===== config.mk =====
export PLATFORM = sky130hd
export DESIGN_NAME = axi_burst_master
export DESIGN_NICKNAME = d
export VERILOG_FILES = /design/src/rtl/axi_pkg.sv /design/src/rtl/axi_burst_master.sv
export SDC_FILE = /design/constraint.sdc
export NUM_CORES = 1
export LEC_CHECK = 0
export ABC_CLOCK_PERIOD_IN_PS = 3480
export CAP_MARGIN = 20
export CELL_PAD_IN_SITES_DETAIL_PLACEMENT = 0
export CELL_PAD_IN_SITES_GLOBAL_PLACEMENT = 1
export CORE_AREA = 4 4 137 139
export CTS_CLUSTER_DIAMETER = 80
export DETAILED_ROUTE_END_ITERATION = 16
export DIE_AREA = 0 0 141 143
export GPL_ROUTABILITY_DRIVEN = 0
export PLACE_DENSITY_LB_ADDON = 0.08
export REMOVE_ABC_BUFFERS = 1
export SYNTH_ARGS = -nofsm -noshare
export SYNTH_HDL_FRONTEND = slang
export SYNTH_SLANG_ARGS = --single-unit

===== constraint.sdc =====
create_clock -name s_aclk -period 3.48 [get_ports s_aclk]
set_clock_uncertainty 0.15 [all_clocks]
set_input_delay 0.348 -clock s_aclk [delete_from_list [all_inputs] [get_ports s_aclk]]
set_output_delay 0.348 -clock s_aclk [all_outputs]
set_load 0.005 [all_outputs]

===== src/rtl/axi_pkg.sv =====
// Shared AXI4 encodings and the burst-master state type.
package axi_pkg;

  localparam logic [1:0] BURST_FIXED = 2'b00;
  localparam logic [1:0] BURST_INCR  = 2'b01;
  localparam logic [1:0] BURST_WRAP  = 2'b10;

  localparam logic [1:0] RESP_OKAY   = 2'b00;
  localparam logic [1:0] RESP_EXOKAY = 2'b01;
  localparam logic [1:0] RESP_SLVERR = 2'b10;
  localparam logic [1:0] RESP_DECERR = 2'b11;

  localparam logic [2:0]  AXI_SIZE_4B  = 3'd2;
  localparam int unsigned AXI_4K_BYTES = 4096;

  typedef enum logic [2:0] {
    StIdle,
    StAw,
    StW,
    StB,
    StAr,
    StR,
    StFin
  } state_e;

  // True when a burst of len+1 four-byte beats starting at addr runs past the 4 KiB page.
  function automatic logic crosses_4k(input logic [11:0] addr, input logic [7:0] len);
    logic [13:0] end_byte;
    end_byte = {2'b00, addr[11:2], 2'b00} + {4'b0000, len, 2'b00} + 14'd4;
    return end_byte > 14'(AXI_4K_BYTES);
  endfunction

endpackage


===== src/rtl/axi_burst_master.sv =====
// Single-command AXI4 master: one INCR write or read burst per accepted command.
module axi_burst_master
  import axi_pkg::*;
#(
  parameter int unsigned G_DATAWIDTH  = 32,
  parameter int unsigned G_ID_WIDTH   = 1,
  parameter int unsigned G_ADDRWIDTH  = 32,
  parameter int unsigned G_WSTRBWIDTH = 4
) (
  input  logic                    s_aclk,
  input  logic                    s_areset,
  input  logic                    cmd_valid,
  output logic                    cmd_ready,
  input  logic                    cmd_write,
  input  logic [G_ADDRWIDTH-1:0]  cmd_addr,
  input  logic [7:0]              cmd_len,
  input  logic [G_ID_WIDTH-1:0]   cmd_id,
  input  logic [G_DATAWIDTH-1:0]  wr_tdata,
  input  logic                    wr_tvalid,
  output logic                    wr_tready,
  output logic [G_DATAWIDTH-1:0]  rd_tdata,
  output logic                    rd_tvalid,
  input  logic                    rd_tready,
  output logic                    rd_tlast,
  output logic                    done,
  output logic                    err,
  output logic [G_ID_WIDTH-1:0]   m_axi_awid,
  output logic [G_ADDRWIDTH-1:0]  m_axi_awaddr,
  output logic [7:0]              m_axi_awlen,
  output logic [2:0]              m_axi_awsize,
  output logic [1:0]              m_axi_awburst,
  output logic                    m_axi_awvalid,
  input  logic                    m_axi_awready,
  output logic [G_DATAWIDTH-1:0]  m_axi_wdata,
  output logic [G_WSTRBWIDTH-1:0] m_axi_wstrb,
  output logic                    m_axi_wlast,
  output logic                    m_axi_wvalid,
  input  logic                    m_axi_wready,
  input  logic [G_ID_WIDTH-1:0]   m_axi_bid,
  input  logic [1:0]              m_axi_bresp,
  input  logic                    m_axi_bvalid,
  output logic                    m_axi_bready,
  output logic [G_ID_WIDTH-1:0]   m_axi_arid,
  output logic [G_ADDRWIDTH-1:0]  m_axi_araddr,
  output logic [7:0]              m_axi_arlen,
  output logic [2:0]              m_axi_arsize,
  output logic [1:0]              m_axi_arburst,
  output logic                    m_axi_arvalid,
  input  logic                    m_axi_arready,
  input  logic [G_ID_WIDTH-1:0]   m_axi_rid,
  input  logic [G_DATAWIDTH-1:0]  m_axi_rdata,
  input  logic [1:0]              m_axi_rresp,
  input  logic                    m_axi_rlast,
  input  logic                    m_axi_rvalid,
  output logic                    m_axi_rready
);

  state_e                   state_q;
  logic [G_ADDRWIDTH-3:0]   addr_q;
  logic [7:0]               len_q;
  logic [7:0]               cnt_q;
  logic [G_ID_WIDTH-1:0]    id_q;
  logic                     err_q;
  logic                     done_q;
  logic                     ready_q;
  logic                     awvalid_q;
  logic                     arvalid_q;
  logic                     bready_q;

  logic last_beat;
  logic w_hs;
  logic r_hs;

  assign last_beat = (cnt_q == len_q);
  assign w_hs      = (state_q == StW) && wr_tvalid && m_axi_wready;
  assign r_hs      = (state_q == StR) && m_axi_rvalid && rd_tready;

  always_ff @(posedge s_aclk) begin
    if (s_areset) begin
      state_q   <= StIdle;
      addr_q    <= '0;
      len_q     <= '0;
      cnt_q     <= '0;
      id_q      <= '0;
      err_q     <= 1'b0;
      done_q    <= 1'b0;
      ready_q   <= 1'b0;
      awvalid_q <= 1'b0;
      arvalid_q <= 1'b0;
      bready_q  <= 1'b0;
    end else begin
      done_q <= 1'b0;
      case (state_q)
        StIdle: begin
          ready_q <= 1'b1;
          if (cmd_valid && ready_q) begin
            ready_q <= 1'b0;
            addr_q  <= cmd_addr[G_ADDRWIDTH-1:2];
            len_q   <= cmd_len;
            id_q    <= cmd_id;
            cnt_q   <= '0;
            // A page-crossing burst is refused outright with no bus traffic.
            if (crosses_4k(cmd_addr[11:0], cmd_len)) begin
              err_q   <= 1'b1;
              done_q  <= 1'b1;
              state_q <= StFin;
            end else begin
              err_q <= 1'b0;
              if (cmd_write) begin
                awvalid_q <= 1'b1;
                state_q   <= StAw;
              end else begin
                arvalid_q <= 1'b1;
                state_q   <= StAr;
              end
            end
          end
        end
        StAw: begin
          if (m_axi_awready) begin
            awvalid_q <= 1'b0;
            state_q   <= StW;
          end
        end
        StW: begin
          if (w_hs) begin
            if (last_beat) begin
              cnt_q    <= '0;
              bready_q <= 1'b1;
              state_q  <= StB;
            end else begin
              cnt_q <= cnt_q + 8'd1;
            end
          end
        end
        StB: begin
          if (m_axi_bvalid) begin
            bready_q <= 1'b0;
            err_q    <= err_q | (m_axi_bresp != RESP_OKAY) | (m_axi_bid != id_q);
            done_q   <= 1'b1;
            state_q  <= StFin;
          end
        end
        StAr: begin
          if (m_axi_arready) begin
            arvalid_q <= 1'b0;
            state_q   <= StR;
          end
        end
        StR: begin
          if (r_hs) begin
            // rlast is only cross-checked; the local count decides where the burst ends.
            err_q <= err_q | (m_axi_rresp != RESP_OKAY) | (m_axi_rlast != last_beat);
            if (last_beat) begin
              cnt_q   <= '0;
              done_q  <= 1'b1;
              state_q <= StFin;
            end else begin
              cnt_q <= cnt_q + 8'd1;
            end
          end
        end
        StFin: begin
          ready_q <= 1'b1;
          state_q <= StIdle;
        end
        default: state_q <= StIdle;
      endcase
    end
  end

  assign cmd_ready = ready_q;
  assign done      = done_q;
  assign err       = err_q;

  assign m_axi_awid    = id_q;
  assign m_axi_awaddr  = {addr_q, 2'b00};
  assign m_axi_awlen   = len_q;
  assign m_axi_awsize  = AXI_SIZE_4B;
  assign m_axi_awburst = BURST_INCR;
  assign m_axi_awvalid = awvalid_q;

  assign m_axi_wdata  = wr_tdata;
  assign m_axi_wstrb  = '1;
  assign m_axi_wvalid = (state_q == StW) && wr_tvalid;
  assign m_axi_wlast  = (state_q == StW) && last_beat;
  assign wr_tready    = (state_q == StW) && m_axi_wready;

  assign m_axi_bready = bready_q;

  assign m_axi_arid    = id_q;
  assign m_axi_araddr  = {addr_q, 2'b00};
  assign m_axi_arlen   = len_q;
  assign m_axi_arsize  = AXI_SIZE_4B;
  assign m_axi_arburst = BURST_INCR;
  assign m_axi_arvalid = arvalid_q;

  assign rd_tdata     = m_axi_rdata;
  assign rd_tvalid    = (state_q == StR) && m_axi_rvalid;
  assign rd_tlast     = (state_q == StR) && last_beat;
  assign m_axi_rready = (state_q == StR) && rd_tready;

  logic unused_bits;
  assign unused_bits = ^{cmd_addr[1:0], m_axi_rid};

endmodule


# Word-level counts from Yosys, hierarchy flattened
# Cells that the tools add are included.
[word_totals]
ff_bits = 56
input_bits = 123
out_inout_bits = 172
word_cells = 106
[classes]
n_addsub = 3
magnitude_cmp = 1
eq_ne = 20
mux = 42
bitwise_logic = 4
reduce_logical = 25
[ops]
columns = ["op", "n"]
rows = [
  ["8-bit 2-to-1 mux", 4],
  ["3-bit 2-to-1 mux", 10],
  ["8-bit case mux with 3 select lines", 1],
  ["2-bit != test (second input constant)", 11],
  ["1-bit 2-to-1 mux", 20],
  ["3-bit case mux with 6 select lines", 1],
  ["13-bit by 3-bit adder with 14-bit output (second input constant)", 1],
  ["14-bit by 13-bit greater-than comparator with 1-bit output (second input constant)", 1],
  ["12-bit by 10-bit adder with 13-bit output", 1],
  ["4-bit AND reduction", 3],
  ["2-bit nonzero test", 6],
  ["5-bit AND reduction", 2],
  ["3-bit == test (second input constant)", 3],
  ["1-bit logical AND", 9],
  ["8-bit by 1-bit adder with 8-bit output (second input constant)", 1],
  ["8-bit == test", 1],
  ["1-bit case mux with 2 select lines", 4],
  ["8-bit AND reduction", 1],
  ["3-bit by 2-bit == test with 1-bit output (second input constant)", 2],
  ["1-bit case mux with 3 select lines", 2],
  ["3-bit nonzero test", 2],
  ["1-bit bitwise OR", 4],
  ["3-bit by 1-bit == test with 1-bit output (second input constant)", 1],
  ["3-bit logical NOT", 1],
  ["other kinds (2)", 3],
]

# Longest topological paths before layout
# Gate-level depths: netlist of run 1.
[depth]
word_depth = 6
ltp_mapped = 13
ltp_nobuf = 13

# Worst setup path before layout of run 1
# No wires, ideal clock.
[synth_path]
kind = "input to register"
from = "in cmd_addr[4]"
to = "reg err_q (netlist: err)"
setup_time_ps = 95
t_arrival_ps = 2416
required_ps = 3235
slack_ps = 819
path_stages = 9
path_buffers = 0
cell_sequence = "ha_1 -> ha_1 -> a21o_1 -> and4_1 -> a2111oi_0 -> o21ai_1 -> a41o_1 -> o22a_1 -> a221oi_1"
[synth_between]
elab_chain_len = 6
[synth_lines]
columns = ["item", "line_no", "text"]
rows = [
  ["from (decl)", "axi_burst_master.sv:15", "input logic [G_ADDRWIDTH-1:0] cmd_addr,"],
  ["12-bit by 10-bit adder with 13-bit output", "axi_pkg.sv:29", "end_byte = {2'b00, addr[11:2], 2'b00} + {4'b0000, len, 2'b00} + 14'd4;"],
  ["13-bit by 3-bit adder with 14-bit output", "axi_pkg.sv:29", ""],
  ["14-bit by 13-bit greater-than comparator with 1-bit output", "axi_pkg.sv:30", "return end_byte > 14'(AXI_4K_BYTES);"],
  ["1-bit 2-to-1 mux", "axi_burst_master.sv:103", "if (crosses_4k(cmd_addr[11:0], cmd_len)) begin"],
  ["1-bit 2-to-1 mux", "axi_burst_master.sv:96", "if (cmd_valid && ready_q) begin"],
  ["1-bit case mux with 3 select lines", "axi_burst_master.sv:93", "case (state_q)"],
  ["to (signal assigned)", "axi_burst_master.sv:139", "err_q <= err_q | (m_axi_bresp != RESP_OKAY) | (m_axi_bid != id_q);"],
  ["to (signal assigned)", "axi_burst_master.sv:153", "err_q <= err_q | (m_axi_rresp != RESP_OKAY) | (m_axi_rlast != last_beat);"],
  ["to (decl)", "axi_burst_master.sv:63", "logic err_q;"],
]
# No other way between the ends. The select of a mux whose other input is x is not followed.
# A chain may end at the register's enable or synchronous reset.

# Final worst setup path of run 1
[layout_path]
from = "in cmd_addr[2]"
to = "reg arvalid_q (netlist: m_axi_arvalid)"
[layout_between]
elab_chain_len = 5
[layout_lines]
columns = ["item", "line_no", "text"]
rows = [
  ["12-bit by 10-bit adder with 13-bit output", "axi_pkg.sv:29", ""],
  ["13-bit by 3-bit adder with 14-bit output", "axi_pkg.sv:29", ""],
  ["14-bit by 13-bit greater-than comparator with 1-bit output", "axi_pkg.sv:30", ""],
  ["2-bit != test (no source line)", "-", ""],
  ["5-bit AND reduction (no source line)", "-", ""],
  ["to (signal assigned)", "axi_burst_master.sv:89", "arvalid_q <= 1'b0;"],
  ["to (signal assigned)", "axi_burst_master.sv:113", "arvalid_q <= 1'b1;"],
  ["to (signal assigned)", "axi_burst_master.sv:146", "arvalid_q <= 1'b0;"],
  ["to (decl)", "axi_burst_master.sv:67", "logic arvalid_q;"],
]
# No other way between the ends.

==> impl_metrics.env, run 1 <==
export IMPL_outcome="complete, no violations"
export IMPL_max_cap_viol_count=0
export IMPL_clock_insertion_delay_worst_skew_ns=0.30
export IMPL_routed_via_count=3302
export IMPL_cts_root_buf="clkbuf_16"
export IMPL_clock_tree_htree_level_count=2
export IMPL_worst_setup_hold_path_clk_slew_ns=0.07
export IMPL_mostFrequentLayoutCell="clkdlybuf4s50_1"
export IMPL_area_growth_pct=26.63
export IMPL_post_route_min_period_ns=3.170
export IMPL_dpl_hpwl_um=11870
export IMPL_placeableCoreArea_um2=17660
export IMPL_critical_path_arrival_ns=3.21
export IMPL_power_leakage_nw=1.841
export IMPL_cp_start_kind="primary input"
export IMPL_cts_path_max_buffers=2
export IMPL_peakVddDrop_uv=187.6
export IMPL_synth_top_cells_by_area="dfxtp_1, buf_4, nand2_1"
export IMPL_yosysTopAreaCell="dfxtp_1"
export IMPL_timing_slew_headroom_pct=65.21
export IMPL_detail_route_wl_per_cell_um=20.14
export IMPL_cts_tree="done"
export IMPL_synth_flop_cell="dfxtp_1"
export IMPL_drtIter0Drc=101
export IMPL_drc=0
export IMPL_postSynthCellCount=496
export IMPL_power_per_cell_area_nw_per_um2=528.9
export IMPL_post_cts_repair_setup_buffers=0
export IMPL_synth_lib_cells_used_distinct=52
export IMPL_hold_violations=0
export IMPL_core_rowCount=49
export IMPL_die_width_um=141
export IMPL_syn_warnings=0
export IMPL_async_reset_ff_share_pct=0
export IMPL_crit_required_ns=3.52
export IMPL_final_setup_tns_ns=0
export IMPL_critPathCaptureType="register"
export IMPL_grt_pass1_wl_um=22340
export IMPL_synth_top_cell_area_share_pct=29.27
export IMPL_num_io_pins=295
export IMPL_worst_hold_slack_ns=0.3219
export IMPL_worstMarginPinSlew_ns=0.5218
export IMPL_cts_repair_resize_count=0
export IMPL_final_cell_mix="clkdlybuf4s50_1, nand2_1, dfxtp_1"
export IMPL_syn_area_um2=3830
export IMPL_dr_pass1_iters=4
export IMPL_grt_antenna_before_repair=0
export IMPL_portBuffers=145
export IMPL_report_power_total_mw=2.565
export IMPL_grt_start_max_net_pins=41
export IMPL_nets=673
export IMPL_chipHeight_um=143
export IMPL_first_global_vias=3367
export IMPL_drt_antenna_violating_nets=0
export IMPL_die_area_um2=20160
export IMPL_setup_worst_path_class="in -> reg"
export IMPL_hp_class="reg -> reg"
export IMPL_postCtsHoldBufs=0
export IMPL_setup_violations=0
export IMPL_grt_setup_unrepaired="false"
export IMPL_postSynthAreaPerCell_um2=7.722
export IMPL_timing_critical_path_fanout_max=6
export IMPL_vias_per_cell=4.333
export IMPL_starting_utilization_of_the_core_area_pct=21.69
export IMPL_track_usage_pct=14.90
export IMPL_slew_violations=0
export IMPL_drive_above_1_share_pct=3.752
export IMPL_dp_cells=754
export IMPL_antenna_diode_count=0
export IMPL_final_period_utilization_pct=91.09
export IMPL_globalRoute_totalOverflow=0
export IMPL_cts_buffers=5
export IMPL_clock_sinks=56
export IMPL_part_of_the_yosys_area_used_for_sequential_elements_pct=29.27
export IMPL_maxClockFrequency_ghz=0.3155
export IMPL_route_final_wire_length_um=15340
export IMPL_synth_enable_flop_cells=0
export IMPL_ys_ff_latch=56
export IMPL_non_filler_instance_count_after_layout=762
[worst max-delay path, stage by stage]
cell	delay, ns
clkdlybuf4s50_1	0.49
inv_1	0.05
ha_1	0.19
inv_1	0.05
ha_1	0.16
inv_1	0.06
fa_1	0.39
nand2b_1	0.20
a21oi_1	0.18
xor2_1	0.08
nor3_1	0.21
a41o_1	0.39
nor4_1	0.08
a2111oi_0	0.33
[final timing paths]
check	start	endpoint	slack [ns]	cells after the start
max	cmd_addr[2]	m_axi_arvalid	0.31	14
max reg2reg	state_q[0]	cnt_q[7]	0.98	6
min reg2reg	addr_q[17]	addr_q[17]	0.32	2
min	addr_q[17]	addr_q[17]	0.32	2
[through the flow]
| step | utilization, % | cell area (um2) | worst slack [ns] |
|---|---|---|---|
| 3_5_place_dp | 26.64 | 4703 | -0.06014 |
| 5_1_grt | 27.47 | 4850 | 0.03764 |
| 6_report | 27.47 | 4850 | 0.3099 |
| 4_1_cts | 27.47 | 4850 | 0.2539 |
| 3_3_place_gp | 26.64 | 4703 | 0.01204 |
| 2_1_floorplan | - | 2917 | 0.8076 |
[cells in the mapped netlist (all sizes together) (3+ instances only)]
cell type	count
a21o	4
a21oi	52
and3	4
buf	122
clkbuf	16
dfxtp	56
ha	17
inv	10
nand2	97
nand2b	3
nand4	3
nor2	25
nor2b	4
nor3	6
nor4	3
o21ai	9
or2	5
or3	3
xnor2	5
xor2	16
[registers in the layout, summed over array words and instances (netlist names)]
signal	count
m_axi_arlen	8
m_axi_awvalid	1
m_axi_bready	1
addr_q	30
cmd_ready	1
cnt_q	8
m_axi_arvalid	1
state_q	3
m_axi_arid	1
err	1
done	1
[layer usage]
metal  wire length [um]  part of all wire (%)  up-vias  track usage, %
li1                   -                     -     1572               -
met1               7227                    47     1470           20.42
met2               5256                    34      240           16.83
met3               2574                    17       14           12.59
met4                115                  0.75        6           2.448
met5                169                   1.1        -           6.459
[layout make-up]
| class | count | area (um2) |
|---|---|---|
| flip-flops and latches | 56 | 1121 |
| fillers | 1908 | 12810 |
| well taps | 229 | 286.5 |
| repair buffers | 151 | 1491 |
| multi-input cells | 308 | 1767 |
| clock buffers | 8 | 146.4 |
| inverters | 10 | 37.54 |
[cells by family (layout without fill, tap and decap cells)]
logic type / Yosys count / after routing / synth area share [%]
mux: 2 / 2 / 0.5227
xor+xnor: 21 / 21 / 4.802
flops: 56 / 56 / 29.27
other cells: 2 / 18 / 0.1961
simple gates: 163 / 163 / 19.18
compound gates: 86 / 86 / 13.56
fa+ha+maj: 18 / 18 / 6.076
buf+inv: 148 / 169 / 26.40
[report_power, final]
group          switching (mW)  internal [mW]  total, mW  leakage (nW)
clock                   0.253          0.289      0.542        0.0712
sequential              0.133          0.747      0.879         0.455
combinational           0.565          0.579       1.14          1.32
total                   0.950           1.61       2.57          1.84
No activity file was read; power rests on OpenSTA's default activity.
==> inputs of run 2 (changes only) <==
--- a/config.mk
+++ b/config.mk
@@ -9,10 +9,11 @@
 export CAP_MARGIN = 20
 export CELL_PAD_IN_SITES_DETAIL_PLACEMENT = 0
 export CELL_PAD_IN_SITES_GLOBAL_PLACEMENT = 1
-export CORE_AREA = 4 4 137 139
+export CORE_AREA = 4 4 135 137
+export CTS_BUF_LIST = sky130_fd_sc_hd__clkbuf_4 sky130_fd_sc_hd__clkbuf_8
 export CTS_CLUSTER_DIAMETER = 80
 export DETAILED_ROUTE_END_ITERATION = 16
-export DIE_AREA = 0 0 141 143
+export DIE_AREA = 0 0 139 141
 export GPL_ROUTABILITY_DRIVEN = 0
 export PLACE_DENSITY_LB_ADDON = 0.08
 export REMOVE_ABC_BUFFERS = 1
==> run 2 against run 1 <==
Die area decreased by 2.8%. Sequential power increased by 1%. Via count unchanged. Critical path depth decreased by 2. Utilization increased by 0.57 points. Sequential cell count unchanged. Worst hold slack better by 0.0062 ns. Critical path type unchanged.
==> impl_metrics.env, run 2 (synthesis results as in run 1) <==
export IMPL_worstPathCellList="clkdlybuf4s50_1, ha_1, ha_1, inv_1, fa_1, nand2b_1, o21bai_1, a2111oi_0, o21ai_1, a41o_2, o22a_1, a221oi_1"
export IMPL_critical_path_max_stage_delay_ns=0.45
export IMPL_power_leakage_nw=1.803
export IMPL_critPathCaptureType="register"
export IMPL_chipHeight_um=141
export IMPL_portBuffers=145
export IMPL_final_period_utilization_pct=89.42
export IMPL_cp_startpoint="cmd_addr[3]"
export IMPL_power_share_clock_pct=17.0
export IMPL_dpl_hpwl_um=12100
export IMPL_grt_pass1_wl_um=21840
export IMPL_timing_critical_path_mode_cell="ha_1"
export IMPL_crit_end="err"
export IMPL_vias_per_cell=4.368
export IMPL_clock_tree_htree_level_count=2
export IMPL_peakVddDrop_uv=173.4
export IMPL_clock_insertion_delay_worst_skew_ns=0.33
export IMPL_die_area_um2=19600
export IMPL_power_net_switching_mw=0.9499
export IMPL_detail_route_wl_per_cell_um=20.02
export IMPL_first_global_vias=3331
export IMPL_cts_tree="done"
export IMPL_placeableCoreArea_um2=17060
export IMPL_worstSetupPathDepth=12
export IMPL_setup_worst_path_class="in -> reg"
export IMPL_globalRoute_totalOverflow=0
export IMPL_final_cell_mix="clkdlybuf4s50_1, nand2_1, dfxtp_1"
export IMPL_critical_path_buffer_and_inverter_count=2
export IMPL_die_width_um=139
export IMPL_power_frac_comb_pct=46.5
export IMPL_grt_start_max_net_pins=41
export IMPL_power_per_cell_area_nw_per_um2=508.3
export IMPL_place_ws_ns=-0.05983
export IMPL_maxClockFrequency_ghz=0.3214
export IMPL_hp_class="reg -> reg"
export IMPL_final_setup_tns_ns=0
export IMPL_worst_slack_ns=0.3682
export IMPL_mostFrequentLayoutCell="clkdlybuf4s50_1"
export IMPL_portion_of_total_power_attributed_to_sequential_cells_pct=36.5
export IMPL_drt_antenna_violating_nets=0
export IMPL_swShare_pct=39.07
export IMPL_clock_sinks=56
export IMPL_registers_top_by_ff_count="addr_q"
export IMPL_grt_setup_unrepaired="false"
export IMPL_num_io_pins=295
export IMPL_timing_critical_path_slowest_stage_cell="a2111oi_0"
export IMPL_routed_via_count=3302
export IMPL_cts_path_max_buffers=2
export IMPL_cts_root_buf="clkbuf_8"
export IMPL_route_final_wire_length_um=15140
export IMPL_crit_family="compound AO/OA/AOI/OAI gates"
export IMPL_nets=671
export IMPL_setup_violations=0
export IMPL_core_rowCount=48
export IMPL_crit_required_ns=3.58
export IMPL_timing_slew_headroom_pct=55.94
export IMPL_timing_critical_path_fanout_max=6
export IMPL_post_route_min_period_ns=3.112
export IMPL_rrSetupSlack_ns=0.90
export IMPL_dr_pass1_iters=4
export IMPL_final_util_pct=28.04
export IMPL_starting_utilization_of_the_core_area_pct=22.45
export IMPL_critical_path_arrival_ns=3.21
export IMPL_internal_power_mw=1.481
export IMPL_drc=0
export IMPL_r2r_end="cnt_q[7]"
export IMPL_worst_r2r_startpoint="state_q[2]"
export IMPL_largest_register_ff_count=30
export IMPL_drive_above_1_share_pct=3.955
export IMPL_cts_buffers=5
export IMPL_outcome="complete, no violations"
export IMPL_area_growth_pct=24.86
export IMPL_slew_violations=0
export IMPL_max_cap_viol_count=0
export IMPL_reg2regPathDepth=6
export IMPL_track_usage_pct=14.89
export IMPL_drtIter0Drc=123
export IMPL_hold_violations=0
export IMPL_antenna_diode_count=0
export IMPL_worstMarginPinSlew_ns=0.6593
export IMPL_grt_antenna_before_repair=0
export IMPL_min_delay_start="addr_q[21]"
export IMPL_worst_setup_hold_path_clk_slew_ns=0.11
export IMPL_cp_start_kind="primary input"
run 2: cell count changes in the layout (fill, tap and decap cells not counted):
cell	before	now
a41o_1	1	0
clkbuf_16	5	0
clkbuf_1	2	0
clkinvlp_4	0	2
clkbuf_8	1	6
a41o_2	0	1
buf_4	6	4
run 2: layout make-up:
cell class                 count  area (um2)
multi-input combinational    308        1768
timing repair buffer         149        1476
clock inverter                 2       15.01
clock buffer                   6       82.58
fill                        1855       12270
tap                          225       281.5
inverter                      10       37.54
sequential                    56        1121
run 2: per-layer routing:
metal | global-route usage (%) | vias to the layer above | share of wire [%]
li1 | - | 1565 | -
met1 | 17.02 | 1475 | 40
met2 | 18.54 | 243 | 37
met3 | 15.43 | 13 | 21
met4 | 2.935 | 6 | 1.2
met5 | 7.268 | - | 1.3
run 2: worst register-to-register path, cell delays in order, from the launching register on:
cell and delay (ns):
dfxtp_1 0.71, nor2b_1 0.39, nand2_1 0.26, a31oi_4 0.36, nand4_4 0.16, or3_1 0.37, a21oi_1 0.13
run 2: worst min path at each step:
stage                        end  cells past startpoint
CTS                 m_axi_bready                      2
finish                addr_q[21]                      2
detailed placement    addr_q[21]                      2
floorplan              addr_q[0]                      1
global placement      addr_q[12]                      2
global route          addr_q[12]                      2
run 2: metrics by stage:
step | hold slack (ns) | cells | total power [mW] | instance area [um2]
floorplan | 0.2671 | 374 | 1.423 | 2917
global placement | 0.3082 | 748 | 2.053 | 4683
detailed placement | 0.3158 | 748 | 2.054 | 4683
CTS | 0.3235 | 756 | 2.495 | 4781
global route | 0.3420 | 756 | 2.627 | 4782
finish | 0.3281 | 756 | 2.431 | 4782
run 2: power groups by stage:
stage	Clock (mW)	Sequential (mW)	Combinational, mW
after floorplan	0	0.882	0.541
after global placement	0	0.904	1.15
after detailed placement	0	0.904	1.15
after CTS	0.449	0.891	1.16
after global routing	0.456	0.912	1.26
final	0.413	0.888	1.13
run 2: timing repair:
action | CTS | global route
hold buffers | 0 | 0
endpoints found under the hold margin | 0 | 0
resized for setup | 0 | 1
setup buffers | 0 | 0
setup endpoints to repair | 0 | 1
==> inputs of run 3 (changes only) <==
--- a/config.mk
+++ b/config.mk
@@ -9,14 +9,14 @@
 export CAP_MARGIN = 20
 export CELL_PAD_IN_SITES_DETAIL_PLACEMENT = 0
 export CELL_PAD_IN_SITES_GLOBAL_PLACEMENT = 1
-export CORE_AREA = 4 4 135 137
-export CTS_BUF_LIST = sky130_fd_sc_hd__clkbuf_4 sky130_fd_sc_hd__clkbuf_8
+export CORE_AREA = 4 4 99 194
 export CTS_CLUSTER_DIAMETER = 80
 export DETAILED_ROUTE_END_ITERATION = 16
-export DIE_AREA = 0 0 139 141
+export DIE_AREA = 0 0 103 198
 export GPL_ROUTABILITY_DRIVEN = 0
 export PLACE_DENSITY_LB_ADDON = 0.08
 export REMOVE_ABC_BUFFERS = 1
+export SLEW_MARGIN = 5
 export SYNTH_ARGS = -nofsm -noshare
 export SYNTH_HDL_FRONTEND = slang
 export SYNTH_SLANG_ARGS = --single-unit
==> run 3 against run 2 <==
Final area rose by 1.4%. Worst hold slack got worse by 0.0076 ns. Die area rose by 4.1%. Critical path depth did not move. Global-route usage rose by 0.98 points. Critical endpoint unchanged.
==> impl_metrics.env, run 3 (synthesis results as in run 1) <==
export IMPL_globalRoute_totalOverflow=0
export IMPL_grt_antenna_before_repair=0
export IMPL_chipHeight_um=198
export IMPL_starting_utilization_of_the_core_area_pct=21.54
export IMPL_dr_pass1_iters=4
export IMPL_timing_slew_headroom_pct=45.47
export IMPL_die_width_um=103
export IMPL_cp_startpoint="cmd_addr[3]"
export IMPL_antenna_diode_count=0
export IMPL_first_global_vias=3286
export IMPL_routed_via_count=3334
export IMPL_area_growth_pct=26.59
export IMPL_peakVddDrop_uv=212.2
export IMPL_cts_tree="done"
export IMPL_cts_root_buf="clkbuf_16"
export IMPL_report_power_total_mw=2.602
export IMPL_drive_above_1_share_pct=4.299
export IMPL_grt_pass1_wl_um=23100
export IMPL_critical_path_arrival_ns=3.25
export IMPL_cts_buffers=5
export IMPL_largest_register_ff_count=30
export IMPL_nets=675
export IMPL_drc=0
export IMPL_hp_class="reg -> reg"
export IMPL_mostFrequentLayoutCell="clkdlybuf4s50_1"
export IMPL_drt_antenna_violating_nets=0
export IMPL_portBuffers=145
export IMPL_max_cap_viol_count=0
export IMPL_min_delay_start="addr_q[28]"
export IMPL_registers_top_by_ff_count="addr_q"
export IMPL_power_per_cell_area_nw_per_um2=536.6
export IMPL_dpl_hpwl_um=14120
export IMPL_grt_setup_unrepaired="false"
export IMPL_fin_area_um2=4848
export IMPL_detail_route_wl_per_cell_um=22.74
export IMPL_hold_path_end="addr_q[28]"
export IMPL_placeableCoreArea_um2=17780
export IMPL_reg2regPathDepth=7
export IMPL_r2r_end="cnt_q[7]"
export IMPL_crit_required_ns=3.53
export IMPL_worstMarginPinSlew_ns=0.8180
export IMPL_track_usage_pct=15.86
export IMPL_route_final_wire_length_um=17010
export IMPL_timing_critical_path_fanout_max=6
export IMPL_cp_start_kind="primary input"
export IMPL_num_io_pins=295
export IMPL_hold_violations=0
export IMPL_clock_sinks=56
export IMPL_worst_r2r_startpoint="state_q[0]"
export IMPL_post_route_min_period_ns=3.202
export IMPL_rrSetupSlack_ns=0.98
export IMPL_worst_hold_slack_ns=0.3205
export IMPL_die_area_um2=20390
export IMPL_post_cts_repair_setup_buffers=0
export IMPL_final_period_utilization_pct=92.01
export IMPL_core_rowCount=69
export IMPL_grt_start_max_net_pins=41
export IMPL_worst_setup_hold_path_clk_slew_ns=0.08
export IMPL_final_cell_mix="clkdlybuf4s50_1, nand2_1, dfxtp_1"
export IMPL_maxClockFrequency_ghz=0.3123
export IMPL_clock_tree_htree_level_count=2
export IMPL_cts_path_max_buffers=2
export IMPL_vias_per_cell=4.457
export IMPL_postCtsHoldBufs=0
export IMPL_outcome="complete, no violations"
export IMPL_placedInstanceArea_um2=4698
export IMPL_clock_insertion_delay_worst_skew_ns=0.30
export IMPL_setup_violations=0
export IMPL_power_leakage_nw=1.851
export IMPL_slew_violations=0
export IMPL_min_delay_path_depth=2
export IMPL_cts_repair_resize_count=0
export IMPL_setup_worst_path_class="in -> reg"
export IMPL_critPathCaptureType="register"
export IMPL_drtIter0Drc=65
[run 3: metrics by stage]
stage / setup TNS [ns] / setup slack [ns] / utilization, % / cells
after global placement: -0.1119 / -0.05891 / 26.42 / 740
after CTS: 0 / 0.2207 / 27.26 / 748
after detailed placement: -0.1418 / -0.08245 / 26.42 / 740
final: 0 / 0.2779 / 27.26 / 748
after global routing: 0 / 0.009017 / 27.26 / 748
after floorplan: 0 / 0.8076 / - / 374
[run 3: routing by layer]
layer | track usage [%] | vias up | wire, um
met4 | 3.362 | 4 | 227
met2 | 28.71 | 227 | 8853
li1 | - | 1582 | -
met5 | 5.128 | - | 144
met3 | 14.10 | 20 | 3490
met1 | 11.83 | 1501 | 4291
[run 3: critical path, stage by stage]
cell and delay, ns:
clkdlybuf4s50_1 0.44, ha_1 0.31, ha_1 0.22, inv_1 0.07
fa_1 0.18, nand2b_1 0.17, o21bai_1 0.07, a2111oi_0 0.48
o21ai_1 0.14, a41o_1 0.32, o22a_1 0.26, a221oi_1 0.25
[run 3: cell type report]
class,instances,area (um2)
inverter,10,37.54
timing repair buffer,153,1506
multi-input combinational,308,1767
fill,1955,12940
clock buffer,7,142.6
clock inverter,1,7.507
sequential,56,1121
tap,213,266.5
[run 3: report_power, final]
| group | switching [mW] | internal (mW) |
|---|---|---|
| Sequential | 0.117 | 0.747 |
| Combinational | 0.604 | 0.586 |
| Clock | 0.259 | 0.289 |
| Total | 0.981 | 1.62 |
[run 3: worst max-delay path by stage]
stage | endpoint | cells past startpoint
3_3_place_gp | err | 12
6_report | err | 12
5_1_grt | err | 12
3_5_place_dp | err | 12
2_1_floorplan | m_axi_awvalid | 5
4_1_cts | err | 12
